$ cat config.mk
export PLATFORM = sky130hd
export DESIGN_NAME = div_unit
export DESIGN_NICKNAME = d
export VERILOG_FILES = /design/src/rtl/div_unit.sv
export SDC_FILE = /design/constraint.sdc
export NUM_CORES = 1
export LEC_CHECK = 0
export ABC_AREA = 1
export BUFFER_PORTS_ARGS = -buffer_cell sky130_fd_sc_hd__clkbuf_2
export CORE_MARGIN = 2
export CORE_UTILIZATION = 30
export CTS_CLUSTER_SIZE = 30
export DETAILED_ROUTE_END_ITERATION = 8
export GPL_ROUTABILITY_DRIVEN = 0
export GPL_TIMING_DRIVEN = 0
export MAX_ROUTING_LAYER = met4
export SLEW_MARGIN = 20
export SYNTH_ARGS = -nofsm -noshare
export SYNTH_HDL_FRONTEND = slang
export SYNTH_SLANG_ARGS = --single-unit
$ cat constraint.sdc
create_clock -name clk -period 8.2 [get_ports clk]
set_input_delay 0.82 -clock clk [delete_from_list [all_inputs] [get_ports clk]]
set_output_delay 0.82 -clock clk [all_outputs]
set_load 0.02 [all_outputs]
$ cat src/rtl/div_unit.sv
// div_unit: iterative 32-bit radix-2 restoring divider for MIPS DIV/DIVU.
// Produces {hi = remainder, lo = quotient} 33 cycles after issue and
// requests a pipeline stall while it iterates.
// Optional feature macro: DIV_ZERO_FAST_EN. When it is defined, a zero
// divisor skips the iterations and finishes one cycle after issue.
module div_unit (
  input  logic        clk,
  input  logic        rst,
  input  logic        start,
  input  logic        signed_div,
  input  logic        flush,
  input  logic [31:0] a,
  input  logic [31:0] b,
  output logic        busy,
  output logic        ready,
  output logic [63:0] result
);

  typedef enum logic [1:0] {
    S_IDLE = 2'd0,
    S_BUSY = 2'd1,
    S_DONE = 2'd2
  } state_t;

  // Two's complement negation when en is set, pass-through otherwise.
  function automatic logic [31:0] neg_if(input logic [31:0] val, input logic en);
    logic [31:0] res;
    if (en) begin
      res = 32'd0 - val;
    end else begin
      res = val;
    end
    return res;
  endfunction

  state_t      state_q, state_d;
  logic [4:0]  cnt_q, cnt_d;
  logic [31:0] rem_q, rem_d;
  logic [31:0] quo_q, quo_d;
  logic [31:0] dvs_q, dvs_d;
  logic        q_neg_q, q_neg_d;
  logic        r_neg_q, r_neg_d;
  logic        ready_q, ready_d;
  logic [63:0] result_q, result_d;

  logic [32:0] shift_s;
  logic [32:0] trial_s;
  logic [31:0] rem_next_s;
  logic [31:0] quo_next_s;
  logic        b_zero_s;
  logic        a_neg_s;
  logic        b_neg_s;

  // One restoring step: shift in the next dividend bit and try the subtract.
  always_comb begin
    shift_s    = {rem_q, quo_q[31]};
    trial_s    = shift_s - {1'b0, dvs_q};
    quo_next_s = {quo_q[30:0], ~trial_s[32]};
    if (trial_s[32]) begin
      rem_next_s = shift_s[31:0];
    end else begin
      rem_next_s = trial_s[31:0];
    end
  end

  // Operand classification for the issue cycle. A zero divisor keeps the
  // raw dividend and no sign fixup so the remainder comes out equal to a.
  always_comb begin
    b_zero_s = (b == 32'd0);
    a_neg_s  = signed_div & a[31] & ~b_zero_s;
    b_neg_s  = signed_div & b[31];
  end

  // Next-state, datapath updates and stall request.
  always_comb begin
    state_d  = state_q;
    cnt_d    = cnt_q;
    rem_d    = rem_q;
    quo_d    = quo_q;
    dvs_d    = dvs_q;
    q_neg_d  = q_neg_q;
    r_neg_d  = r_neg_q;
    ready_d  = 1'b0;
    result_d = result_q;
    busy     = 1'b0;
    case (state_q)
      S_IDLE: begin
        if (start & ~flush) begin
          busy    = 1'b1;
          quo_d   = neg_if(a, a_neg_s);
          dvs_d   = neg_if(b, b_neg_s);
          q_neg_d = a_neg_s ^ b_neg_s;
          r_neg_d = a_neg_s;
          rem_d   = 32'd0;
          cnt_d   = 5'd0;
`ifdef DIV_ZERO_FAST_EN
          if (b_zero_s) begin
            state_d  = S_DONE;
            ready_d  = 1'b1;
            result_d = {a, 32'hFFFF_FFFF};
          end else begin
            state_d = S_BUSY;
          end
`else
          state_d = S_BUSY;
`endif
        end else begin
          state_d = S_IDLE;
        end
      end
      S_BUSY: begin
        busy = 1'b1;
        if (flush) begin
          state_d = S_IDLE;
        end else begin
          rem_d = rem_next_s;
          quo_d = quo_next_s;
          cnt_d = cnt_q + 5'd1;
          if (cnt_q == 5'd31) begin
            state_d  = S_DONE;
            ready_d  = 1'b1;
            result_d = {neg_if(rem_next_s, r_neg_q), neg_if(quo_next_s, q_neg_q)};
          end else begin
            state_d = S_BUSY;
          end
        end
      end
      S_DONE: begin
        state_d = S_IDLE;
      end
      default: begin
        state_d = S_IDLE;
      end
    endcase
    // No stall request while the unit is being reset.
    if (rst) begin
      busy = 1'b0;
    end else begin
      busy = busy;
    end
  end

  // State and datapath registers with asynchronous reset.
  always_ff @(posedge clk or posedge rst) begin
    if (rst) begin
      state_q  <= S_IDLE;
      cnt_q    <= 5'd0;
      rem_q    <= 32'd0;
      quo_q    <= 32'd0;
      dvs_q    <= 32'd0;
      q_neg_q  <= 1'b0;
      r_neg_q  <= 1'b0;
      ready_q  <= 1'b0;
      result_q <= 64'd0;
    end else begin
      state_q  <= state_d;
      cnt_q    <= cnt_d;
      rem_q    <= rem_d;
      quo_q    <= quo_d;
      dvs_q    <= dvs_d;
      q_neg_q  <= q_neg_d;
      r_neg_q  <= r_neg_d;
      ready_q  <= ready_d;
      result_q <= result_d;
    end
  end

  assign ready  = ready_q;
  assign result = result_q;

endmodule
==> results of run 1 <==
==> worst register-to-register path: stages (launching register included) <==
cell and delay, ns:
dfrtp_1 0.34, inv_1 0.15, ha_1 0.29, fa_1 0.41, inv_1 0.12, nand2_1 0.06
nand2_1 0.07, nand3_1 0.08, nand2_2 0.15, nand2_2 0.08, nand2_2 0.09, nand2_4 0.08
nand2_4 0.09, nand2_4 0.09, nand2_4 0.13, buf_2 0.33, ha_1 0.25, nand3_1 0.11
nor3_1 0.21, nand2_1 0.12, nor2_1 0.17, nand4_1 0.15, nor2_1 0.20, nand4_1 0.14
inv_1 0.10, a31oi_1 0.10, xor2_1 0.26, o21ai_0 0.12
==> worst paths after layout <==
path                       slack, ns         end  cells after the start        from
setup / recovery                3.60  result[30]                     27   quo_q[31]
hold / removal                  0.43    cnt_q[1]                      2         rst
setup reg to reg                3.60  result[30]                     27   quo_q[31]
hold reg to reg                 0.49  result[35]                      2  result[35]
max in group asynchronous       6.89  result[28]                      3         rst
min in group clk                0.49  result[35]                      2  result[35]
==> power by group through the flow <==
stage                     Combinational, uW  Sequential, uW  Clock, uW
after floorplan                        2660            1100          0
after global placement                 3530            1150          0
after detailed placement               3570            1150          0
after CTS                              3590            1140        859
after global routing                   4060            1150        889
final                                  3630            1140        851
==> layout make-up <==
cell class	instances	area [um^2]
Fill cell	4802	28600
Inverter	308	1160
Timing Repair Buffer	135	698
Multi-Input combinational cell	1526	7560
Clock buffer	18	439
Buffer	62	313
Clock inverter	13	160
Tap cell	592	741
Sequential cell	170	4250
==> state kept, by name, summed over array words and instances (netlist names) <==
name	cells
result	64
dvs_q	32
quo_q	32
rem_q	32
cnt_q	5
state_q	2
q_neg_q	1
r_neg_q	1
ready	1
==> logic make-up after synthesis <==
group           after synthesis  share of synthesized area
compound gates              227                     0.0992
xor+xnor                     84                     0.0554
fa+ha+maj                    39                     0.0373
buf+inv                     370                      0.111
flops                       170                      0.320
simple gates               1176                      0.377
==> cells in the final DEF (no fill, tap or decap), types with 39 or more instances in the layout <==
| cell | instances |
|---|---|
| a21oi_1 | 39 |
| clkbuf_1 | 41 |
| clkbuf_2 | 134 |
| dfrtp_1 | 170 |
| inv_1 | 296 |
| nand2_1 | 703 |
| nand3_1 | 154 |
| nor2_1 | 186 |
| o21ai_0 | 100 |
| xor2_1 | 72 |
==> metal layers <==
metal  wire length (um)  global-route usage  up-vias
met5                  0                   -        -
met3               2240              0.0260       71
met2              21100               0.331      433
li1                   -                   -     6816
met1              21100               0.268     6348
met4               1270              0.0748        0
==> per-stage QoR <==
| step | power [uW] | cells |
|---|---|---|
| finish | 5620 | 2824 |
| floorplan | 3760 | 2066 |
| global placement | 4670 | 2792 |
| detailed placement | 4720 | 2793 |
| CTS | 5580 | 2824 |
| global route | 6100 | 2824 |
==> flow_summary.ini, run 1 <==
[layout]
postLayoutCoreUtil = 0.349
post_route_cells_drive_above_1_share = 0.118
area_growth_pct = 15.5
antenna_cells = 0
fin_area_mm2 = 0.0153
nets = 2328

[synthesis]
synth_edf_count = 0
syn-instance-count = 2066
yosysWarnings = 0
ys_async_sr_fraction = 1.00
synthTopCellsByCount = 703 x nand2_1, 297 x inv_1, 186 x nor2_1
ys.flop_type = dfrtp_1
ys_types = 46
syn_nets = 2174
syn_area_per_cell_um2 = 6.43
ys_ff_latch = 170
ys_top_cells_by_area = dfrtp_1 32%, nand2_1 20%, inv_1 8.4%
yosysTopAreaCell = dfrtp_1
syn-cell-area_mm2 = 0.0133
yosysSeqAreaShare = 0.320
yosysMostFrequentCell = nand2_1
synth.top_cell.area_share = 0.320

[pwr]
irDropWorstVdd_uv = 205
p_leak_uw = 0.00834
power.density_mw_per_mm2 = 366
comb_power_share = 0.646
swShare = 0.537
p_int_uw = 2600
power_frac_seq = 0.203
power_frac_clock = 0.151
switchingPower_uw = 3020

[outcome]
status = completed

[place]
placed_cell_area_mm2 = 0.0147
post-place-ws_ns = 3.76
portBuffers = 134
hpwl_um = 37600

[sta]
setup_viol = 0
setup_tns_ns = 0
worstMarginPinSlew_ns = 1.04
fmax_mhz = 217
drv_slew = 0
period_minus_slack_ns = 4.60
max_slew_margin = 0.305
finClkSkew_ns = 0.0125
hold_violations = 0
rsz0062_at_grt = false
setup_ws_ns = 3.60
hold_ws_ns = 0.435
fin_crit_sh = 0.561

[global_route]
antenna_found_initial = 0
grt_first_pass_wirelength_um = 72600
grt_pass1_vias = 13107
track_usage = 0.206
grt_overflow = 0
grt_max_degree = 104

[floorplan]
initial_core_util = 0.302
coreArea_mm2 = 0.0439
ios = 135
die_h_um = 214
rows = 77
die_area_mm2 = 0.0460
die_width_um = 214

[detailed_routing]
ant_nets = 0
drt-total-wl_um = 45700
vias = 13668
avgRoutedWirePerCell_um = 16.2
first_iter_violations = 1150
viasPerCell = 4.84
route.detailed.drc = 0
drtPass1Iterations = 7

[cts]
htreeDepth = 4
cts.path.max_buffers = 2
tritoncts.num_buffers = 17
root_buffer = clkbuf_16
insertion_delay_ns = 0.46
post_cts_buffers = 0
clock-sinks = 170
ctsResizeCount = 0
path_clk_slew_ns = 0.07
cts_tree = yes
ctsHoldBuffers = 0

[min_path]
hold_class = input pin to async pin

[critical_path]
slowest_stage = fa_1
cpLargestDelayFamily = simple AND/OR/NAND/NOR gates
path_buf_inv = 4
crit_path_max_incr_delay_ns = 0.41
cp_common_cell = nand2_4
crit_type = flip-flop to flip-flop
critPathMaxFanout = 10
cp-start-kind = flip-flop
cp-end-kind = flip-flop
arrival_ns = 4.93
critical_path_required_ns = 8.52

[run]
cap_violations = 0
Power figures use the tool's default switching activity.
==> run 2: changes to the inputs <==
Clock period 8.2 ns to 4.16 ns, I/O delays scaled along.
==> run 2 against run 1 <==
- sequential cell count unchanged
- worst setup slack got worse by 3.3 ns
- non-clock buffer count increased by 20
- first-iteration DRC count increased by 11%
- largest cell class unchanged
- register-to-register slack got worse by 3.3 ns
- combinational power increased by 100%
- critical endpoint is now result[54]
- utilization increased by 0.68 points
- clock skew increased by 0.0051 ns
- worst hold slack got worse by 0.16 ns
==> flow_summary.ini, run 2 (synthesis results as in run 1) <==
[outcome]
status = completed

[min_path]
min_from = b[31]
hold_end = dvs_q[31]
hold_class = input pin to flip-flop
holdPathStages = 3

[cts]
root_buffer = clkbuf_16
path_clk_slew_ns = 0.08
tritoncts.num_buffers = 17
cts_tree = yes
insertion_delay_ns = 0.46
clock-sinks = 170
htreeDepth = 4
cts.path.max_buffers = 2

[detailed_routing]
drt-total-wl_um = 46300
vias = 13823
first_iter_violations = 1273
viasPerCell = 4.86
route.detailed.drc = 0
avgRoutedWirePerCell_um = 16.3
drtPass1Iterations = 6
ant_nets = 0

[pwr]
p_leak_uw = 0.00843
power.density_mw_per_mm2 = 721
irDropWorstVdd_uv = 344
p_total_uw = 11300

[global_route]
use_met1 = 0.265
track_usage = 0.207
use_met3 = 0.0333
grt_max_degree = 34
grt_overflow = 0
grt_pass1_vias = 13261
grt_first_pass_wirelength_um = 72500
grt_use_met2 = 0.331
antenna_found_initial = 0
grt.busiest_layer = met2

[critical_path]
cp_common_cell = nand2_4
arrival_ns = 4.24
startpoint = quo_q[31]
reg2reg_to = result[54]
rr_worst_depth = 27
critPathMaxFanout = 10
slowest_stage = fa_2
crit_type = flip-flop to flip-flop
regToRegStartpoint = quo_q[31]
r2r_setup_slack_ns = 0.25
critical_path_required_ns = 4.49
cp-start-kind = flip-flop
cp-end-kind = flip-flop
crit_path_max_incr_delay_ns = 0.40

[floorplan]
coreArea_mm2 = 0.0439
die_area_mm2 = 0.0460
rows = 77
die_width_um = 214
die_h_um = 214
initial_core_util = 0.302
ios = 135

[layout]
largest_reg_flops = 64
final_common_cell = nand2_1
postLayoutCoreUtil = 0.356
multi_input_area_mm2 = 0.00768
antenna_cells = 0
final_cell_mix = 702 x nand2_1, 293 x inv_1, 184 x nor2_1, 170 x dfrtp_1, 152 x nand3_1
ff_latch_area_mm2 = 0.00425
nets = 2348
area_growth_pct = 17.7
post_route_cells_drive_above_1_share = 0.133
fill_cells = 4841

[sta]
hold_violations = 0
finClkSkew_ns = 0.0176
setup_viol = 0
fmax_mhz = 256
worstMarginPinSlew_ns = 0.939
period_minus_slack_ns = 3.91
drv_slew = 0
max_slew_margin = 0.372
setup_ws_ns = 0.251
fin_crit_sh = 0.940

[place]
hpwl_um = 38000
portBuffers = 134
post-place-ws_ns = -0.291

[run]
cap_violations = 0
[run 2: changes by cell type in the layout (fill, tap and decap cells not counted), sizes merged]
cell         before  now
buf              22   41
clkinv            5    3
inv             312  314
bufinv            2    1
clkbuf          193  194
clkinvlp          2    3
dlygate4sd3       0    1
[run 2: worst max path at each step]
stage | depth (start not counted) | end
floorplan | 27 | result[28]
detailed placement | 27 | result[28]
global placement | 27 | result[28]
global route | 26 | result[30]
CTS | 26 | result[28]
finish | 27 | result[54]
[run 2: per-layer routing]
layer  routed length (um)  part of all wire
met1                21000              0.45
met2                21300              0.46
met3                 2570             0.055
met4                 1360             0.029
met5                    0                 0
[run 2: power breakdown]
group | internal, uW | switching [uW]
clock network | 869 | 775
logic | 2410 | 4970
registers | 1940 | 308
[run 2: per-stage QoR]
stage	setup TNS [ns]	cell area (um^2)	cells	hold WS, ns
after detailed placement	-0.914	14800	2797	0.462
after CTS	0	15400	2831	0.263
final	0	15600	2845	0.272
after global placement	-0.709	14700	2792	0.470
after floorplan	0	13300	2066	0.453
after global routing	-0.0387	15600	2845	0.301
[run 2: area by class of cell]
type	instances	share of cell area
clock inverters	13	0.00920
multi-input cells	1526	0.491
flip-flops and latches	170	0.272
plain buffers	61	0.0197
inverters	308	0.0744
well taps	592	0.0474
clock buffers	19	0.0283
repair buffers	156	0.0576
[run 2: critical path, delay by kind of cell, from the launching register on]
family,cells,cell delay [ns]
and+or+nand+nor,19,1.90
buffers and inverters,5,0.65
adders and majority gates,3,0.81
DFF,1,0.38
[run 2: repair_timing]
item | CTS | global route
resized for setup | 2 | 23
buffers inserted | 2 | 14
pin swaps | 2 | 13
hold buffers | 1 | 0
endpoints found under the setup margin | 6 | 11
hold endpoints to repair | 12 | 0
